File: config.mk
export PLATFORM = sky130hd
export DESIGN_NAME = iseq_loader_flat
export DESIGN_NICKNAME = d
export VERILOG_FILES = /design/src/rtl/softmc_pkg.sv /design/src/rtl/iseq_loader_if.sv /design/src/rtl/iseq_loader.sv /design/src/flat_wrapper.sv
export SDC_FILE = /design/constraint.sdc
export NUM_CORES = 1
export LEC_CHECK = 0
export BUFFER_PORTS_ARGS = -buffer_cell sky130_fd_sc_hd__buf_4
export CORE_MARGIN = 3
export CORE_UTILIZATION = 50
export CTS_CLUSTER_SIZE = 24
export DETAILED_ROUTE_END_ITERATION = 10
export PLACE_DENSITY = 0.86
export SETUP_SLACK_MARGIN = 0.2
export SLEW_MARGIN = 20
export SYNTH_ARGS = -nofsm -noshare
export SYNTH_HDL_FRONTEND = slang
export SYNTH_SLANG_ARGS = --single-unit
File: constraint.sdc
create_clock -name clk -period 3.7 [get_ports clk]
set_clock_uncertainty 0.15 [all_clocks]
set_input_delay 0.555 -clock clk [delete_from_list [all_inputs] [get_ports clk]]
set_output_delay 0.555 -clock clk [all_outputs]
set_load 0.02 [all_outputs]
File: src/rtl/softmc_pkg.sv
// Shared constants for the instruction-sequence path: the opcode field, the END
// delimiter, the pad word and the loader state encoding. iseq_dispatcher uses
// the same opcode constants.
package softmc_pkg;

  // Opcode field position inside a 32-bit instruction word
  localparam int unsigned OPC_MSB = 31;
  localparam int unsigned OPC_LSB = 29;

  // END delimiter. The loader strips it; it never reaches a FIFO.
  localparam logic [2:0] OPC_END = 3'b111;

  // Pad word for odd-length sequences: a zero-cycle WAIT
  localparam logic [31:0] NOP_WORD = 32'h0000_0000;

  // Loader state encoding
  typedef logic [2:0] state_t;

  localparam state_t ST_IDLE       = 3'd0;
  localparam state_t ST_LOAD       = 3'd1;
  localparam state_t ST_PAD        = 3'd2;
  localparam state_t ST_KICK       = 3'd3;
  localparam state_t ST_WAIT_START = 3'd4;
  localparam state_t ST_WAIT_DONE  = 3'd5;
  localparam state_t ST_DROP       = 3'd6;

  // Extract the opcode field of an instruction word
  function automatic logic [2:0] opcode_of(input logic [31:0] word);
    return word[OPC_MSB:OPC_LSB];
  endfunction

endpackage

File: src/rtl/iseq_loader_if.sv
// Bus between iseq_loader and its surroundings. It carries the host word
// handshake, both instruction FIFO write ports and the dispatcher start/busy
// pair. master is the loader side; slave is the host/FIFO/dispatcher side.
interface iseq_loader_if;

  logic        host_valid;
  logic [31:0] host_data;
  logic        host_ready;

  logic        instr0_fifo_wr;
  logic [31:0] instr0_fifo_data;
  logic        instr0_fifo_full;

  logic        instr1_fifo_wr;
  logic [31:0] instr1_fifo_data;
  logic        instr1_fifo_full;

  logic        process_iseq;
  logic        dispatcher_busy;

  modport master (
    input  host_valid,
    input  host_data,
    output host_ready,
    output instr0_fifo_wr,
    output instr0_fifo_data,
    input  instr0_fifo_full,
    output instr1_fifo_wr,
    output instr1_fifo_data,
    input  instr1_fifo_full,
    output process_iseq,
    input  dispatcher_busy
  );

  modport slave (
    output host_valid,
    output host_data,
    input  host_ready,
    input  instr0_fifo_wr,
    input  instr0_fifo_data,
    output instr0_fifo_full,
    input  instr1_fifo_wr,
    input  instr1_fifo_data,
    output instr1_fifo_full,
    input  process_iseq,
    output dispatcher_busy
  );

endinterface

File: src/rtl/iseq_loader.sv
// Host-side producer for the two-slot instruction FIFOs. Host words are split
// alternately into slot 0 and slot 1. END is stripped, and an odd-length
// sequence is padded with a NOP. The dispatcher is then started with a
// one-cycle pulse, and the next sequence is held off until the dispatcher has
// gone busy and back to idle.
module iseq_loader
  import softmc_pkg::*;
#(
  parameter int unsigned MAX_SEQ_LEN = 1024,
  parameter int unsigned LEN_WIDTH   = 16
) (
  input  logic                 clk,
  input  logic                 rst,
  iseq_loader_if.master        bus,
  output logic                 loader_busy,
  output logic [LEN_WIDTH-1:0] seq_len,
  output logic                 seq_overflow
);

  localparam logic [LEN_WIDTH-1:0] MAX_CNT = LEN_WIDTH'(MAX_SEQ_LEN);

  state_t               state_q, state_d;
  logic                 slot_q, slot_d;
  logic [LEN_WIDTH-1:0] cnt_q, cnt_d;
  logic [LEN_WIDTH-1:0] seq_len_q, seq_len_d;
  logic                 ovf_q, ovf_d;

  logic                 is_end;
  logic                 target_full;
  logic                 ready;
  logic                 wr0, wr1;
  logic [31:0]          data0, data1;
  logic                 kick;

  assign is_end      = (opcode_of(bus.host_data) == OPC_END);
  assign target_full = slot_q ? bus.instr1_fifo_full : bus.instr0_fifo_full;

  // Next-state, handshake and FIFO write decode. Every output is forced low while rst is high.
  always_comb begin
    state_d   = state_q;
    slot_d    = slot_q;
    cnt_d     = cnt_q;
    seq_len_d = seq_len_q;
    ovf_d     = ovf_q;
    ready     = 1'b0;
    wr0       = 1'b0;
    wr1       = 1'b0;
    data0     = '0;
    data1     = '0;
    kick      = 1'b0;

    if (!rst) begin
      case (state_q)
        ST_IDLE, ST_LOAD: begin
          // END never needs FIFO space, so only data words look at the target FIFO
          ready = is_end | ~target_full;
          if (bus.host_valid && ready) begin
            if (is_end) begin
              if (cnt_q == '0) begin
                state_d = ST_IDLE;
              end else if (slot_q) begin
                state_d = ST_PAD;
              end else begin
                state_d = ST_KICK;
              end
            end else if (cnt_q == MAX_CNT) begin
              ovf_d   = 1'b1;
              state_d = ST_DROP;
            end else begin
              if (slot_q) begin
                wr1   = 1'b1;
                data1 = bus.host_data;
              end else begin
                wr0   = 1'b1;
                data0 = bus.host_data;
              end
              slot_d  = ~slot_q;
              cnt_d   = cnt_q + 1'b1;
              state_d = ST_LOAD;
            end
          end
        end

        ST_PAD: begin
          if (!bus.instr1_fifo_full) begin
            wr1     = 1'b1;
            data1   = NOP_WORD;
            slot_d  = 1'b0;
            cnt_d   = cnt_q + 1'b1;
            state_d = ST_KICK;
          end
        end

        ST_KICK: begin
          kick      = 1'b1;
          seq_len_d = cnt_q;
          state_d   = ST_WAIT_START;
        end

        ST_WAIT_START: begin
          if (bus.dispatcher_busy) begin
            state_d = ST_WAIT_DONE;
          end
        end

        ST_WAIT_DONE: begin
          if (!bus.dispatcher_busy) begin
            cnt_d   = '0;
            slot_d  = 1'b0;
            state_d = ST_IDLE;
          end
        end

        ST_DROP: begin
          // Overflowed sequence: swallow every word up to and including END, with no writes
          ready = 1'b1;
          if (bus.host_valid && is_end) begin
            cnt_d   = '0;
            slot_d  = 1'b0;
            state_d = ST_IDLE;
          end
        end

        default: begin
          cnt_d   = '0;
          slot_d  = 1'b0;
          state_d = ST_IDLE;
        end
      endcase
    end
  end

  // State, write pointer, counters and the sticky overflow flag
  always_ff @(posedge clk) begin
    if (rst) begin
      state_q   <= ST_IDLE;
      slot_q    <= 1'b0;
      cnt_q     <= '0;
      seq_len_q <= '0;
      ovf_q     <= 1'b0;
    end else begin
      state_q   <= state_d;
      slot_q    <= slot_d;
      cnt_q     <= cnt_d;
      seq_len_q <= seq_len_d;
      ovf_q     <= ovf_d;
    end
  end

  assign bus.host_ready       = ready;
  assign bus.instr0_fifo_wr   = wr0;
  assign bus.instr0_fifo_data = data0;
  assign bus.instr1_fifo_wr   = wr1;
  assign bus.instr1_fifo_data = data1;
  assign bus.process_iseq     = kick;

  assign loader_busy  = ~rst & (state_q != ST_IDLE);
  assign seq_len      = seq_len_q;
  assign seq_overflow = ovf_q;

endmodule

File: src/flat_wrapper.sv
// flat-port wrapper written by rule: the top's interface ports become plain ports
module iseq_loader_flat import softmc_pkg::*;
#(
  parameter int unsigned MAX_SEQ_LEN = 1024,
  parameter int unsigned LEN_WIDTH   = 16
)
  (clk, rst, loader_busy, seq_len, seq_overflow, bus_host_valid, bus_host_data, bus_host_ready, bus_instr0_fifo_wr, bus_instr0_fifo_data, bus_instr0_fifo_full, bus_instr1_fifo_wr, bus_instr1_fifo_data, bus_instr1_fifo_full, bus_process_iseq, bus_dispatcher_busy);
  iseq_loader_if bus_i ();
  input  logic clk;
  input  logic rst;
  output logic loader_busy;
  output logic [LEN_WIDTH-1:0] seq_len;
  output logic seq_overflow;
  input wire logic [$bits(bus_i.host_valid)-1:0] bus_host_valid;
  input wire logic [$bits(bus_i.host_data)-1:0] bus_host_data;
  output wire logic [$bits(bus_i.host_ready)-1:0] bus_host_ready;
  output wire logic [$bits(bus_i.instr0_fifo_wr)-1:0] bus_instr0_fifo_wr;
  output wire logic [$bits(bus_i.instr0_fifo_data)-1:0] bus_instr0_fifo_data;
  input wire logic [$bits(bus_i.instr0_fifo_full)-1:0] bus_instr0_fifo_full;
  output wire logic [$bits(bus_i.instr1_fifo_wr)-1:0] bus_instr1_fifo_wr;
  output wire logic [$bits(bus_i.instr1_fifo_data)-1:0] bus_instr1_fifo_data;
  input wire logic [$bits(bus_i.instr1_fifo_full)-1:0] bus_instr1_fifo_full;
  output wire logic [$bits(bus_i.process_iseq)-1:0] bus_process_iseq;
  input wire logic [$bits(bus_i.dispatcher_busy)-1:0] bus_dispatcher_busy;
  assign bus_i.host_valid = bus_host_valid;
  assign bus_i.host_data = bus_host_data;
  assign bus_host_ready = bus_i.host_ready;
  assign bus_instr0_fifo_wr = bus_i.instr0_fifo_wr;
  assign bus_instr0_fifo_data = bus_i.instr0_fifo_data;
  assign bus_i.instr0_fifo_full = bus_instr0_fifo_full;
  assign bus_instr1_fifo_wr = bus_i.instr1_fifo_wr;
  assign bus_instr1_fifo_data = bus_i.instr1_fifo_data;
  assign bus_i.instr1_fifo_full = bus_instr1_fifo_full;
  assign bus_process_iseq = bus_i.process_iseq;
  assign bus_i.dispatcher_busy = bus_dispatcher_busy;
  iseq_loader #(.MAX_SEQ_LEN(MAX_SEQ_LEN), .LEN_WIDTH(LEN_WIDTH)) u_core (.clk(clk), .rst(rst), .bus(bus_i), .loader_busy(loader_busy), .seq_len(seq_len), .seq_overflow(seq_overflow));
endmodule
======== Word-level counts from Yosys, hierarchy flattened ========
Cells that the tools add are included.
word-level totals
  bits in registers ....................... 37
  input port bits ......................... 38
  output and inout bits ................... 86
  word-level logic and storage cells ...... 92
operators by class
  $add $sub $neg .......................... 1
  eq/ne operators ......................... 15
  multiplexer cells ....................... 54
  bitwise gates (word level) .............. 7
  reductions and logical operators ........ 10
operators by type and width
  cell                                                    count
  2-to-1 mux 32 bit                                       12
  2-to-1 mux 16 bit                                       6
  case mux 16 bit (5 select lines)                        1
  2-to-1 mux 3 bit                                        8
  2-to-1 mux 1 bit                                        23
  case mux 3 bit (6 select lines)                         1
  adder 16 x 1 -> 16 bit (second input constant)          1
  == test 16 x 11 -> 1 bit (second input constant)        1
  logical NOT 16 bit                                      1
  == test 3 bit (second input constant)                   4
  inequality test 2 bit (second input constant)           5
  AND reduction 7 bit                                     1
  == test 3 x 2 -> 1 bit (second input constant)          2
  inverter 1 bit                                          5
  case mux 1 bit (5 select lines)                         1
  AND reduction 5 bit                                     1
  inequality test 2 x 1 -> 1 bit (second input constant)  2
  case mux 1 bit (2 select lines)                         2
  AND reduction 4 bit                                     1
  OR reduction 2 bit                                      2
  == test 3 x 1 -> 1 bit (second input constant)          1
  logical NOT 3 bit                                       1
  nonzero test 3 bit                                      1
  logical AND 1 bit                                       2
  other kinds (2)                                         2

======== Logic depth before layout (Yosys ltp) ========
Gate-level depths: netlist (run 1).
  depth after elaboration ................. 7
  gate-level depth with buffers ........... 8
  mapped depth without buffers ............ 7

======== Worst setup path before layout (run 1) ========
No wires, ideal clock.
  path kind ............................... in2out
  from .................................... input bus_instr0_fifo_full
  to ...................................... output bus_instr1_fifo_wr
  arrival time ............................ 2.051 ns
  data required time ...................... 2.995 ns
  slack ................................... 0.944 ns
  stages on the path ...................... 6
  path buffers ............................ 1
  cell sequence ........................... mux2_4 > and3_4 > nor3_2 > buf_2 > nand4_1 > a21oi_1
between the ends
  longest elaborated chain between the ends .. 7
ends and longest elaborated chain
  element                          line                source
  from (decl)                      flat_wrapper.sv:19  input wire logic [$bits(bus_i.instr0_fifo_full)-1:0] bus_instr0_fifo_full;
  2-to-1 mux 1 bit                 iseq_loader.sv:36   assign target_full = slot_q ? bus.instr1_fifo_full : bus.instr0_fifo_full;
  inverter 1 bit                   iseq_loader.sv:56   ready = is_end | ~target_full;
  OR 1 bit                         iseq_loader.sv:56
  logical AND 1 bit                iseq_loader.sv:57   if (bus.host_valid && ready) begin
  2-to-1 mux 1 bit                 iseq_loader.sv:57
  case mux 1 bit (2 select lines)  iseq_loader.sv:53   case (state_q)
  2-to-1 mux 1 bit                 iseq_loader.sv:52   if (!rst) begin
  to (decl)                        flat_wrapper.sv:20  output wire logic [$bits(bus_i.instr1_fifo_wr)-1:0] bus_instr1_fifo_wr;
No other way between the ends.

======== Final worst setup path (run 1) ========
  from .................................... register u_core.cnt_q[0]
  to ...................................... output bus_instr0_fifo_data[3]
between the ends
  longest elaborated chain between the ends .. 6
ends and longest elaborated chain
  element                   line                source
  from (decl)               iseq_loader.sv:24   logic [LEN_WIDTH-1:0] cnt_q, cnt_d;
  from (signal assigned)    iseq_loader.sv:144  cnt_q <= cnt_d;
  == test 16 x 11 -> 1 bit  iseq_loader.sv:66   end else if (cnt_q == MAX_CNT) begin
  2-to-1 mux 32 bit         iseq_loader.sv:66
  2-to-1 mux 32 bit         iseq_loader.sv:58   if (is_end) begin
  2-to-1 mux 32 bit         iseq_loader.sv:57
  2-to-1 mux 32 bit         iseq_loader.sv:53
  2-to-1 mux 32 bit         iseq_loader.sv:52
  to (decl)                 flat_wrapper.sv:18  output wire logic [$bits(bus_i.instr0_fifo_data)-1:0] bus_instr0_fifo_data;
No other way between the ends.

==> summary.md, run 1 <==
| Metric | Value |
|---|---|
| Estimated wirelength of the detail-placed design | `6358 um` |
| Remaining global-route overflow | `0` |
| Core Footprint | `4564 um2` |
| Fmax | `302.7 MHz` |
| Count of input and output buffers | `123` |
| DR WL/cell | `16.62 um` |
| Worst endpoint required time | `2.99 ns` |
| Pwr Total | `0.9085 mW` |
| Die extent in y | `76.43 um` |
| Outcome | `finished, final reports clean` |
| Worst-path fanout max | `33` |
| Full die area | `5841 um2` |
| Total clock buffers created by CTS | `5` |
| Total Routing Usage GR | `28.68%` |
| Library cell contributing the largest single delay on the critical path | `nor2_2` |
| Maximum ir drop on the vdd rail | `0.2718 mV` |
| Max-slew violations | `0` |
| Worst-Margin Slew | `1.018 ns` |
| Synth Area per Inst | `7.381 um2` |
| H-tree Lvls | `2` |
| Leakage power figure | `1.600 nW` |
| Number of library cell types mapped by synthesis | `54` |
| Sequential group share of total power | `45.6%` |
| Worst-path cell chain | `inv_1, ha_1, nor4b_1, nand4_1, nor2_2, nor4_4, buf_4, and2_1, buf_4` |
| Drt total wl | `8577 um` |
| Portion of the clock cycle consumed by the worst path in the final layout | `89.29%` |
| Total Neg Setup Slack | `0 ns` |
| Yosys reg bits | `37` |
| Maximum number of pins on one net before global-route repair | `34` |
| Clock share of power | `33.4%` |
| Path type of the worst setup path | `flip-flop to output pin` |
| Maximum number of buffers from clock root to sink | `2` |
| Worst slew margin relative to its limit | `31.91%` |
| Detailed-route DRC error count | `0` |
| CTS Sinks | `37` |
| Clock tree from TritonCTS | `yes` |
| Final-stage net count | `490` |
| Power density over cell area | `252.2 nW/um2` |
| Warnings from Yosys | `0` |
| Average via count per standard cell | `5.758` |
| Via count of the routed design | `2971` |
| CTS Hold Bufs | `0` |
| Utilization of the core after routing | `78.92%` |
| Number of DRC violations after detailed-routing iteration 0 | `384` |
| Post-synthesis instance total | `336` |
| Most frequent cells in the layout | `131 x buf_4, 64 x and2_1, 48 x nand2_1` |
| Data arrival time at the worst-slack endpoint | `2.60 ns` |
| Final antenna diode count | `0` |
| Proportion of synthesized flip-flops having asynchronous set or reset | `0%` |
| Remaining antenna violation count after routing | `0` |
| Post-route setup slack | `0.3962 ns` |
| Unrepaired setup endpoints after global routing | `false` |
| Clk Tree Root Cell | `clkbuf_8` |
| DRT Pass-1 Iters | `5` |
| Layout overhead on the synthesized area | `45.26%` |
| # Max-Cap Violations | `0` |
| Area of the mapped netlist | `2480 um2` |
| Worst Setup End Kind | `output pin` |
| Startpoint type of the worst setup path | `flip-flop` |
| Via count of the first global-routing pass | `2897` |
| Fin crit period | `3.304 ns` |
| Layout cell share with drive strength beyond 1 | `34.37%` |
| Logic gate share of total power | `21.1%` |
| Final setup violating endpoints | `0` |
| CP max stage delay | `0.41 ns` |
| Seq/Total Area, Yosys | `29.87%` |
| Pint | `0.6386 mW` |
| Net load switching power | `0.2699 mW` |
| Crit-path most repeated cell | `buf_4` |
| Clock Latency Late Sink | `0.29 ns` |
| Number of antenna violations at the first check in global routing | `0` |
| Number of top-level pins | `124` |
| Die width | `76.43 um` |
| Switching Fraction | `29.71%` |
| Starting Density | `54.33%` |
| Main synth FF type | `dfxtp_1` |
| Final hold violation count | `0` |
| Number of enable flip-flop cells after synthesis | `0` |
| Placer's final routability congestion estimate | `0.8873` |
| First-pass GRT wire length | `13920 um` |
| Net count after synthesis | `376` |
| Number of core rows | `24` |
| Most frequent standard cell in the layout excluding fill and tap cells | `buf_4` |
| Worst hold margin | `0.3070 ns` |
| Path type of the worst min-delay path | `flip-flop to flip-flop` |
| Clock slew at the register clock pins of the worst setup and hold paths | `0.08 ns` |
| Setup slack after placement | `0.2561 ns` |
[critical path, delay by kind of cell (launching register included)]
family | cells | cell delay (ns)
flops | 1 | 0.38
buf+inv | 3 | 0.49
simple gates | 5 | 1.26
fa+ha+maj | 1 | 0.18
[cell families after synthesis]
logic type,count (synthesis),share of synthesized area [%]
and+or+nand+nor,195,44.30
AOI/OAI and AO/OA,67,18.42
DFF,37,29.87
buffers and inverters,33,5.449
adders and majority gates,2,1.009
xor gates and xnor gates,1,0.3532
muxes,1,0.6053
[layout make-up]
cell class	instances	area, um2
multi-input cells	267	1654
repair buffers	132	1003
fillers	360	962.2
flip-flops and latches	37	740.7
clock buffers	6	82.58
well taps	65	81.33
inverters	7	26.28
clock inverters	2	13.76
[worst paths after layout]
check / start / to / slack [ns] / depth (start not counted)
worst min register to register: u_core.seq_len[2]$_SDFFE_PP0N_ / u_core.seq_len[2]$_SDFFE_PP0N_ / 0.31 / 2
worst max register to register: u_core.slot_q$_SDFFE_PP0P_ / u_core.state_q[0]$_SDFFE_PP0P_ / 1.17 / 5
worst min-delay path: u_core.seq_len[2]$_SDFFE_PP0N_ / u_core.seq_len[2]$_SDFFE_PP0N_ / 0.31 / 2
worst max-delay path: u_core.cnt_q[0]$_SDFFE_PP0P_ / bus_instr0_fifo_data[3] / 0.40 / 9
[synth_stat cells, types with 2 or more instances]
cell      number  area share, %
nor3b_1        2           0.61
nand2b_1       2           0.50
or2_2          2           0.50
nand4_1       11            2.8
o311ai_0       4            1.4
inv_1          6           0.91
buf_2          6            1.2
o31ai_1        5            1.5
nor3_1         9            1.8
dfxtp_1       37             30
a31oi_1        2           0.50
and3_1         7            1.8
nand3_1       13            2.6
and2_1        64             16
nand2_1       48            7.3
clkbuf_1      18            2.7
nor4_1         2           0.50
or3_1          2           0.50
nor2b_1        2           0.50
nor3_2         2           0.81
ha_1           2            1.0
o21ai_0        5            1.0
a21oi_1       29            5.9
o211ai_1       5            1.5
nor2_1        15            2.3
nor4b_1        2           0.71
a32o_1         7            2.8
[registers in the layout, summed over array words and instances, names as in the netlist]
name / count
u_core.cnt_q: 16
u_core.seq_len: 16
u_core.seq_overflow: 1
u_core.slot_q: 1
u_core.state_q: 3
[metal layers]
layer,track usage [%],wire length (um),vias up
met4,7.428,150,0
met1,35.23,3480,1394
met3,8.392,678,16
li1,-,-,1419
met2,48.86,4268,142
met5,0,0,-
[what timing repair did]
action	CTS	global route
pin swaps	0	2
gates cloned	1	0
endpoints found under the setup margin	32	64
resized for setup	1	1
buffers inserted	0	3
[power groups by stage]
stage          logic (mW)  clock network (mW)  registers (mW)
2_1_floorplan       0.103                   0           0.416
3_3_place_gp        0.180                   0           0.422
3_5_place_dp        0.185                   0           0.423
4_1_cts             0.188               0.303           0.413
5_1_grt             0.205               0.323           0.415
6_report            0.191               0.303           0.414
[stage by stage]
stage                     instances  area, um2
after global placement          504       3438
after global routing            516       3602
final                           516       3602
after CTS                       513       3558
after floorplan                 336       2480
after detailed placement        504       3438
No activity file was read; power rests on OpenSTA's default activity.
==> run 2, diff against run 1 <==
GPL_TIMING_DRIVEN = 0   (was not set)
==> summary.md, run 2 (synthesis results as in run 1) <==
| Metric | Value |
|---|---|
| Outcome | `finished, final reports clean` |
| Clk Tree Root Cell | `clkbuf_8` |
| Worst endpoint required time | `2.99 ns (about the same)` |
| Die extent in y | `76.43 um (unchanged)` |
| Net load switching power | `0.2746 mW (+1.7%)` |
| Worst-path fanout max | `10 (-70%)` |
| Via count of the routed design | `3075 (+3.5%)` |
| Total Routing Usage GR | `28.93% (+0.25 points)` |
| Worst slew margin relative to its limit | `22.38% (-9.5 points)` |
| Via count of the first global-routing pass | `2913 (+0.55%)` |
| Clock slew at the register clock pins of the worst setup and hold paths | `0.08 ns (about the same)` |
| Path type of the worst setup path | `flip-flop to output pin` |
| Number of core rows | `24 (unchanged)` |
| Drt total wl | `8810 um (+2.7%)` |
| Sequential group share of total power | `45.0% (-0.6 points)` |
| Placer's final routability congestion estimate | `0.9206 (+3.8%)` |
| Starting Density | `54.33% (unchanged)` |
| Max-slew violations | `0 (unchanged)` |
| H-tree Lvls | `2 (unchanged)` |
| Fin crit period | `3.362 ns (+0.05808 ns)` |
| Power density over cell area | `252.4 nW/um2 (about the same)` |
| Startpoint type of the worst setup path | `flip-flop` |
| Placed cell areas | `3477 um2 (+1.1%)` |
| Leakage power figure | `1.594 nW (-0.38%)` |
| Maximum number of pins on one net before global-route repair | `12 (-65%)` |
| CTS Hold Bufs | `0 (unchanged)` |
| Worst r2r path cells | `5 (unchanged)` |
| Logic gate share of total power | `21.8% (+0.7 points)` |
| Final setup violating endpoints | `0 (unchanged)` |
| Data arrival time at the worst-slack endpoint | `2.66 ns (+0.06 ns)` |
| Pint | `0.6352 mW (-0.53%)` |
| Final hold violation count | `0 (unchanged)` |
| Maximum number of buffers from clock root to sink | `2 (unchanged)` |
| Utilization of the core after routing | `78.97% (about the same)` |
| Post-layout instance count excluding filler cells | `530 (+2.7%)` |
| Path type of the worst min-delay path | `flip-flop to flip-flop` |
| Library cell contributing the largest single delay on the critical path | `nor4_4` |
| Full die area | `5841 um2 (unchanged)` |
| Number of cells traversed by the worst hold path | `2 (unchanged)` |
| Total Neg Setup Slack | `0 ns (unchanged)` |
| # Max-Cap Violations | `0 (unchanged)` |
| Remaining global-route overflow | `0 (unchanged)` |
| Pwr Total | `0.9098 mW (+0.14%)` |
| Buffer count from post-CTS setup fixing | `0 (unchanged)` |
| Worst-Margin Slew | `1.148 ns (+0.1305 ns)` |
| Layout overhead on the synthesized area | `45.36% (about the same)` |
| Remaining antenna violation count after routing | `0 (unchanged)` |
| Clock Latency Late Sink | `0.30 ns (about the same)` |
| DRT Pass-1 Iters | `5 (unchanged)` |
| Estimated wirelength of the detail-placed design | `6789 um (+6.8%)` |
| Hold wc startpoint | `u_core.seq_len[6]$_SDFFE_PP0N_` |
| Maximum ir drop on the vdd rail | `0.2077 mV (-24%)` |
| DR WL/cell | `16.62 um (about the same)` |
| Post-route cell area | `3605 um2 (about the same)` |
| Clock tree from TritonCTS | `yes` |
| Total clock buffers created by CTS | `5 (unchanged)` |
| Worst-path cell chain | `buf_2, or2_2, nor2_4, nand3_1, nor4_4, clkbuf_1, and2_1, buf_4` |
| Most frequent standard cell in the layout excluding fill and tap cells | `buf_4` |
| Number of top-level pins | `124 (unchanged)` |
| Setup slack of the worst register-to-register path | `0.87 ns (-0.30 ns)` |
| Die width | `76.43 um (unchanged)` |
| Final antenna diode count | `0 (unchanged)` |
| CTS Sinks | `37 (unchanged)` |
| Average via count per standard cell | `5.802 (+0.77%)` |
| Hold worst-path end | `u_core.seq_len[6]$_SDFFE_PP0N_` |
| Layout cell share with drive strength beyond 1 | `32.26% (-2.1 points)` |
| Count of input and output buffers | `122 (-0.81%)` |
| Number of DRC violations after detailed-routing iteration 0 | `386 (+0.52%)` |
| Portion of the clock cycle consumed by the worst path in the final layout | `90.86% (+1.6 points)` |
| Worst reg2reg path startpoint | `u_core.cnt_q[9]$_SDFFE_PP0P_` |
| Number of antenna violations at the first check in global routing | `0 (unchanged)` |
| Fmax | `297.4 MHz (-1.7%)` |
| Post-CTS sizing | `0 (-1)` |
| Unrepaired setup endpoints after global routing | `false` |
| Worst Setup End Kind | `output pin` |
| Most frequent cells in the layout | `123 x buf_4, 64 x and2_1, 48 x nand2_1` |
| Switching Fraction | `30.19% (+0.47 points)` |
| CP max stage delay | `0.42 ns (about the same)` |
| First-pass GRT wire length | `13920 um (unchanged)` |
| Final-stage net count | `505 (+3.1%)` |
| Placed cell count | `523 (+3.8%)` |
| Detailed-route DRC error count | `0 (unchanged)` |
| Destination of the worst register-to-register timing path | `u_core.cnt_q[13]$_SDFFE_PP0P_` |
| Clock share of power | `33.1% (-0.3 points)` |
| Core Footprint | `4564 um2 (unchanged)` |
## run 2: changes by cell type in the layout (fill, tap and decap cells not counted), sizes merged
cell / delta
buf: -2
clkbuf: +18
clkinv: -2
clkinvlp: +1
nor4b: -1
## run 2: power groups by stage
stage / Clock, mW / Sequential (mW) / Combinational, mW
after floorplan: 0 / 0.416 / 0.103
after global placement: 0 / 0.418 / 0.185
after detailed placement: 0 / 0.418 / 0.190
after CTS: 0.298 / 0.409 / 0.191
after global routing: 0.317 / 0.410 / 0.213
final: 0.301 / 0.410 / 0.199
## run 2: how the worst max path moves through the flow
stage,depth (start not counted),to,slack (ns),startpoint
finish,8,bus_instr0_fifo_data[20],0.34,u_core.state_q[2]$_SDFFE_PP0P_
global route,8,bus_instr0_fifo_data[13],0.18,u_core.state_q[2]$_SDFFE_PP0P_
CTS,8,bus_instr0_fifo_data[20],0.30,u_core.state_q[2]$_SDFFE_PP0P_
detailed placement,9,bus_instr0_fifo_data[20],0.43,bus_host_data[31]
global placement,9,bus_instr0_fifo_data[15],0.49,bus_host_data[31]
floorplan,6,bus_instr1_fifo_wr,0.94,bus_instr0_fifo_full
## run 2: metal layers
| layer | track usage [%] | up-vias | part of all wire (%) |
|---|---|---|---|
| met5 | 0 | - | 0 |
| met4 | 9.420 | 0 | 1.9 |
| met3 | 7.329 | 29 | 9.1 |
| met2 | 50.88 | 197 | 50 |
| met1 | 34.18 | 1405 | 39 |
| li1 | - | 1444 | - |
## run 2: layout make-up
type,count,area (um2)
Buffer,26,108.9
Clock buffer,6,82.58
Clock inverter,1,7.507
Fill cell,361,959.7
Inverter,7,26.28
Multi-Input combinational cell,266,1642
Sequential cell,37,740.7
Tap cell,65,81.33
Timing Repair Buffer,122,915.9
## run 2: worst max-delay path, delay by kind of cell, from the launching register on
family | cells | cell delay, ns
flip-flops | 1 | 0.30
AND/OR/NAND/NOR | 5 | 1.37
buffers and inverters | 3 | 0.69
## run 2: metrics by stage
step	worst slack, ns	hold slack, ns
final	0.3381	0.3070
after global routing	0.1849	0.3282
after CTS	0.2966	0.3089
after detailed placement	0.4294	0.2983
after global placement	0.4942	0.2926
after floorplan	0.9440	0.3040
==> run 3, diff against run 2 <==
CORE_UTILIZATION = 51   (was 50)
CTS_BUF_LIST = sky130_fd_sc_hd__clkbuf_8   (was not set)
PLACE_DENSITY = 0.88   (was 0.86)
==> summary.md, run 3 (synthesis results as in run 1) <==
| Metric | Value |
|---|---|
| Via count of the routed design | `3054 (-0.68%)` |
| Fmax | `295.8 MHz (-0.57%)` |
| Final hold violation count | `0 (unchanged)` |
| Number of antenna violations at the first check in global routing | `0 (unchanged)` |
| CP max stage delay | `0.48 ns (+0.06 ns)` |
| Unrepaired setup endpoints after global routing | `false` |
| H-tree Lvls | `2 (unchanged)` |
| Starting Density | `54.69% (+0.36 points)` |
| Path type of the worst min-delay path | `flip-flop to flip-flop` |
| Maximum number of pins on one net before global-route repair | `14 (+2)` |
| Most frequent cells in the layout | `123 x buf_4, 64 x and2_1, 48 x nand2_1` |
| Clk Tree Root Cell | `clkbuf_8` |
| Clock slew at the register clock pins of the worst setup and hold paths | `0.09 ns (about the same)` |
| Buffer count from post-CTS setup fixing | `0 (unchanged)` |
| Power density over cell area | `287.1 nW/um2 (+14%)` |
| Worst slew margin relative to its limit | `20.42% (-2.0 points)` |
| Setup slack of the worst register-to-register path | `1.03 ns (+0.16 ns)` |
| CTS Sinks | `37 (unchanged)` |
| Placed cell count | `523 (unchanged)` |
| Fin crit period | `3.381 ns (+0.01917 ns)` |
| Maximum number of buffers from clock root to sink | `2 (unchanged)` |
| Total Routing Usage GR | `30.29% (+1.4 points)` |
| Most frequent standard cell in the layout excluding fill and tap cells | `buf_4` |
| Final antenna diode count | `0 (unchanged)` |
| Post-layout instance count excluding filler cells | `531 (+0.19%)` |
| Pwr Total | `1.041 mW (+14%)` |
| Layout overhead on the synthesized area | `46.22%` |
| Portion of the clock cycle consumed by the worst path in the final layout | `91.38% (+0.52 points)` |
| Critical path depth in cells | `9 (+1)` |
| First-pass GRT wire length | `13510 um (-2.9%)` |
| Worst-Margin Slew | `1.177 ns (+0.02891 ns)` |
| Final setup violating endpoints | `0 (unchanged)` |
| Number of core rows | `24 (unchanged)` |
| Remaining antenna violation count after routing | `0 (unchanged)` |
| Clock tree from TritonCTS | `yes` |
| Estimated wirelength of the detail-placed design | `6618 um (-2.5%)` |
| Remaining global-route overflow | `0 (unchanged)` |
| Average via count per standard cell | `5.751 (-0.87%)` |
| Total Neg Setup Slack | `0 ns (unchanged)` |
| Count of input and output buffers | `122 (unchanged)` |
| Detailed-route DRC error count | `0 (unchanged)` |
| Post-route setup slack | `0.3189 ns (-0.01917 ns)` |
| Total of fill cells in the finished design | `337 (-6.6%)` |
| Setup crit end | `bus_instr1_fifo_wr` |
| Post-CTS sizing | `0 (unchanged)` |
| Full die area | `5735 um2 (-1.8%)` |
| Number of DRC violations after detailed-routing iteration 0 | `306 (-21%)` |
| Layout cell share with drive strength beyond 1 | `32.19% (-0.069 points)` |
| Setup slack after placement | `0.5614 ns (+0.1320 ns)` |
| Worst reg2reg path startpoint | `u_core.cnt_q[9]$_SDFFE_PP0P_` |
| Worst r2r path cells | `5 (unchanged)` |
| Startpoint type of the worst setup path | `flip-flop` |
| Post-route cell area | `3626 um2 (+0.59%)` |
| Clock Latency Late Sink | `0.30 ns (about the same)` |
| Destination of the worst register-to-register timing path | `u_core.cnt_q[13]$_SDFFE_PP0P_` |
| Drt total wl | `8697 um (-1.3%)` |
| Core Footprint | `4534 um2 (-0.66%)` |
| Die extent in y | `75.73 um (-0.91%)` |
| Worst-path cell chain | `inv_1, ha_1, nor4b_1, nand4_1, a221o_1, buf_2, nand4_1, a21oi_1, buf_4` |
| Worst path top cell family by delay | `simple AND/OR/NAND/NOR gates` |
| Outcome | `finished, final reports clean` |
| DRT Pass-1 Iters | `6 (+1)` |
| Leakage power figure | `1.613 nW (+1.2%)` |
| Placer's final routability congestion estimate | `0.8788 (-4.5%)` |
| Via count of the first global-routing pass | `2879 (-1.2%)` |
| CTS Hold Bufs | `0 (unchanged)` |
| # Max-Cap Violations | `0 (unchanged)` |
| CP bufs+invs | `3 (unchanged)` |
| Worst endpoint required time | `2.99 ns (about the same)` |
| Max-slew violations | `0 (unchanged)` |
| Total clock buffers created by CTS | `5 (unchanged)` |
| Worst Setup End Kind | `output pin` |
| Library cell contributing the largest single delay on the critical path | `a221o_1` |
| Maximum ir drop on the vdd rail | `0.1869 mV (-10%)` |
| Worst-path fanout max | `10 (unchanged)` |
| Number of top-level pins | `124 (unchanged)` |
| Final-stage net count | `505 (unchanged)` |
| Hold wc startpoint | `u_core.seq_len[0]$_SDFFE_PP0N_` |
| Data arrival time at the worst-slack endpoint | `2.68 ns (+0.02 ns)` |
| Crit-path most repeated cell | `nand4_1` |
| Path type of the worst setup path | `flip-flop to output pin` |
| Placed cell areas | `3477 um2 (unchanged)` |
| Die width | `75.73 um (-0.91%)` |
| Launching element of the worst setup path | `u_core.cnt_q[0]$_SDFFE_PP0P_` |
| DR WL/cell | `16.38 um (-1.5%)` |
## run 3: power breakdown
group	total, mW	internal [mW]	switching [mW]	leakage [nW]
Combinational	0.193	0.0835	0.109	1.25
Sequential	0.409	0.402	0.00646	0.298
Clock	0.439	0.272	0.168	0.0687
## run 3: stage by stage
step | utilization (%) | hold WS [ns]
floorplan | - | 0.3040
global placement | 76.68 | 0.2941
detailed placement | 76.68 | 0.2983
CTS | 79.72 | 0.3099
global route | 79.97 | 0.3264
finish | 79.97 | 0.3067
## run 3: routing by layer
metal  part of all wire (%)  GRT usage, %  vias to the layer above
li1                       -             -                     1442
met1                     39         35.72                     1408
met2                     51         53.02                      174
met3                    8.7         9.235                       30
met4                    1.8         8.350                        0
met5                      0             0                        -
## run 3: cell type report
class	count	area (um2)	area share, %
plain buffers	26	108.9	3.002
clock buffers	5	68.82	1.898
multi-input cells	266	1615	44.55
clock inverters	3	68.82	1.898
flip-flops and latches	37	740.7	20.43
repair buffers	122	915.9	25.26
well taps	65	81.33	2.243
inverters	7	26.28	0.7246
## run 3: worst reg2reg max path, stage by stage (launching register included)
cell      delay (ns)
dfxtp_1         0.51
and4_1          0.28
nor4b_1         0.95
a31oi_1         0.18
o311ai_0        0.34
o41ai_1         0.13
## run 3: worst min path at each step
| stage | end | cells past startpoint |
|---|---|---|
| floorplan | u_core.seq_len[15]$_SDFFE_PP0N_ | 2 |
| global placement | u_core.seq_len[2]$_SDFFE_PP0N_ | 2 |
| detailed placement | u_core.seq_len[0]$_SDFFE_PP0N_ | 2 |
| CTS | u_core.seq_len[9]$_SDFFE_PP0N_ | 2 |
| global route | u_core.seq_len[5]$_SDFFE_PP0N_ | 2 |
| finish | u_core.seq_len[0]$_SDFFE_PP0N_ | 2 |
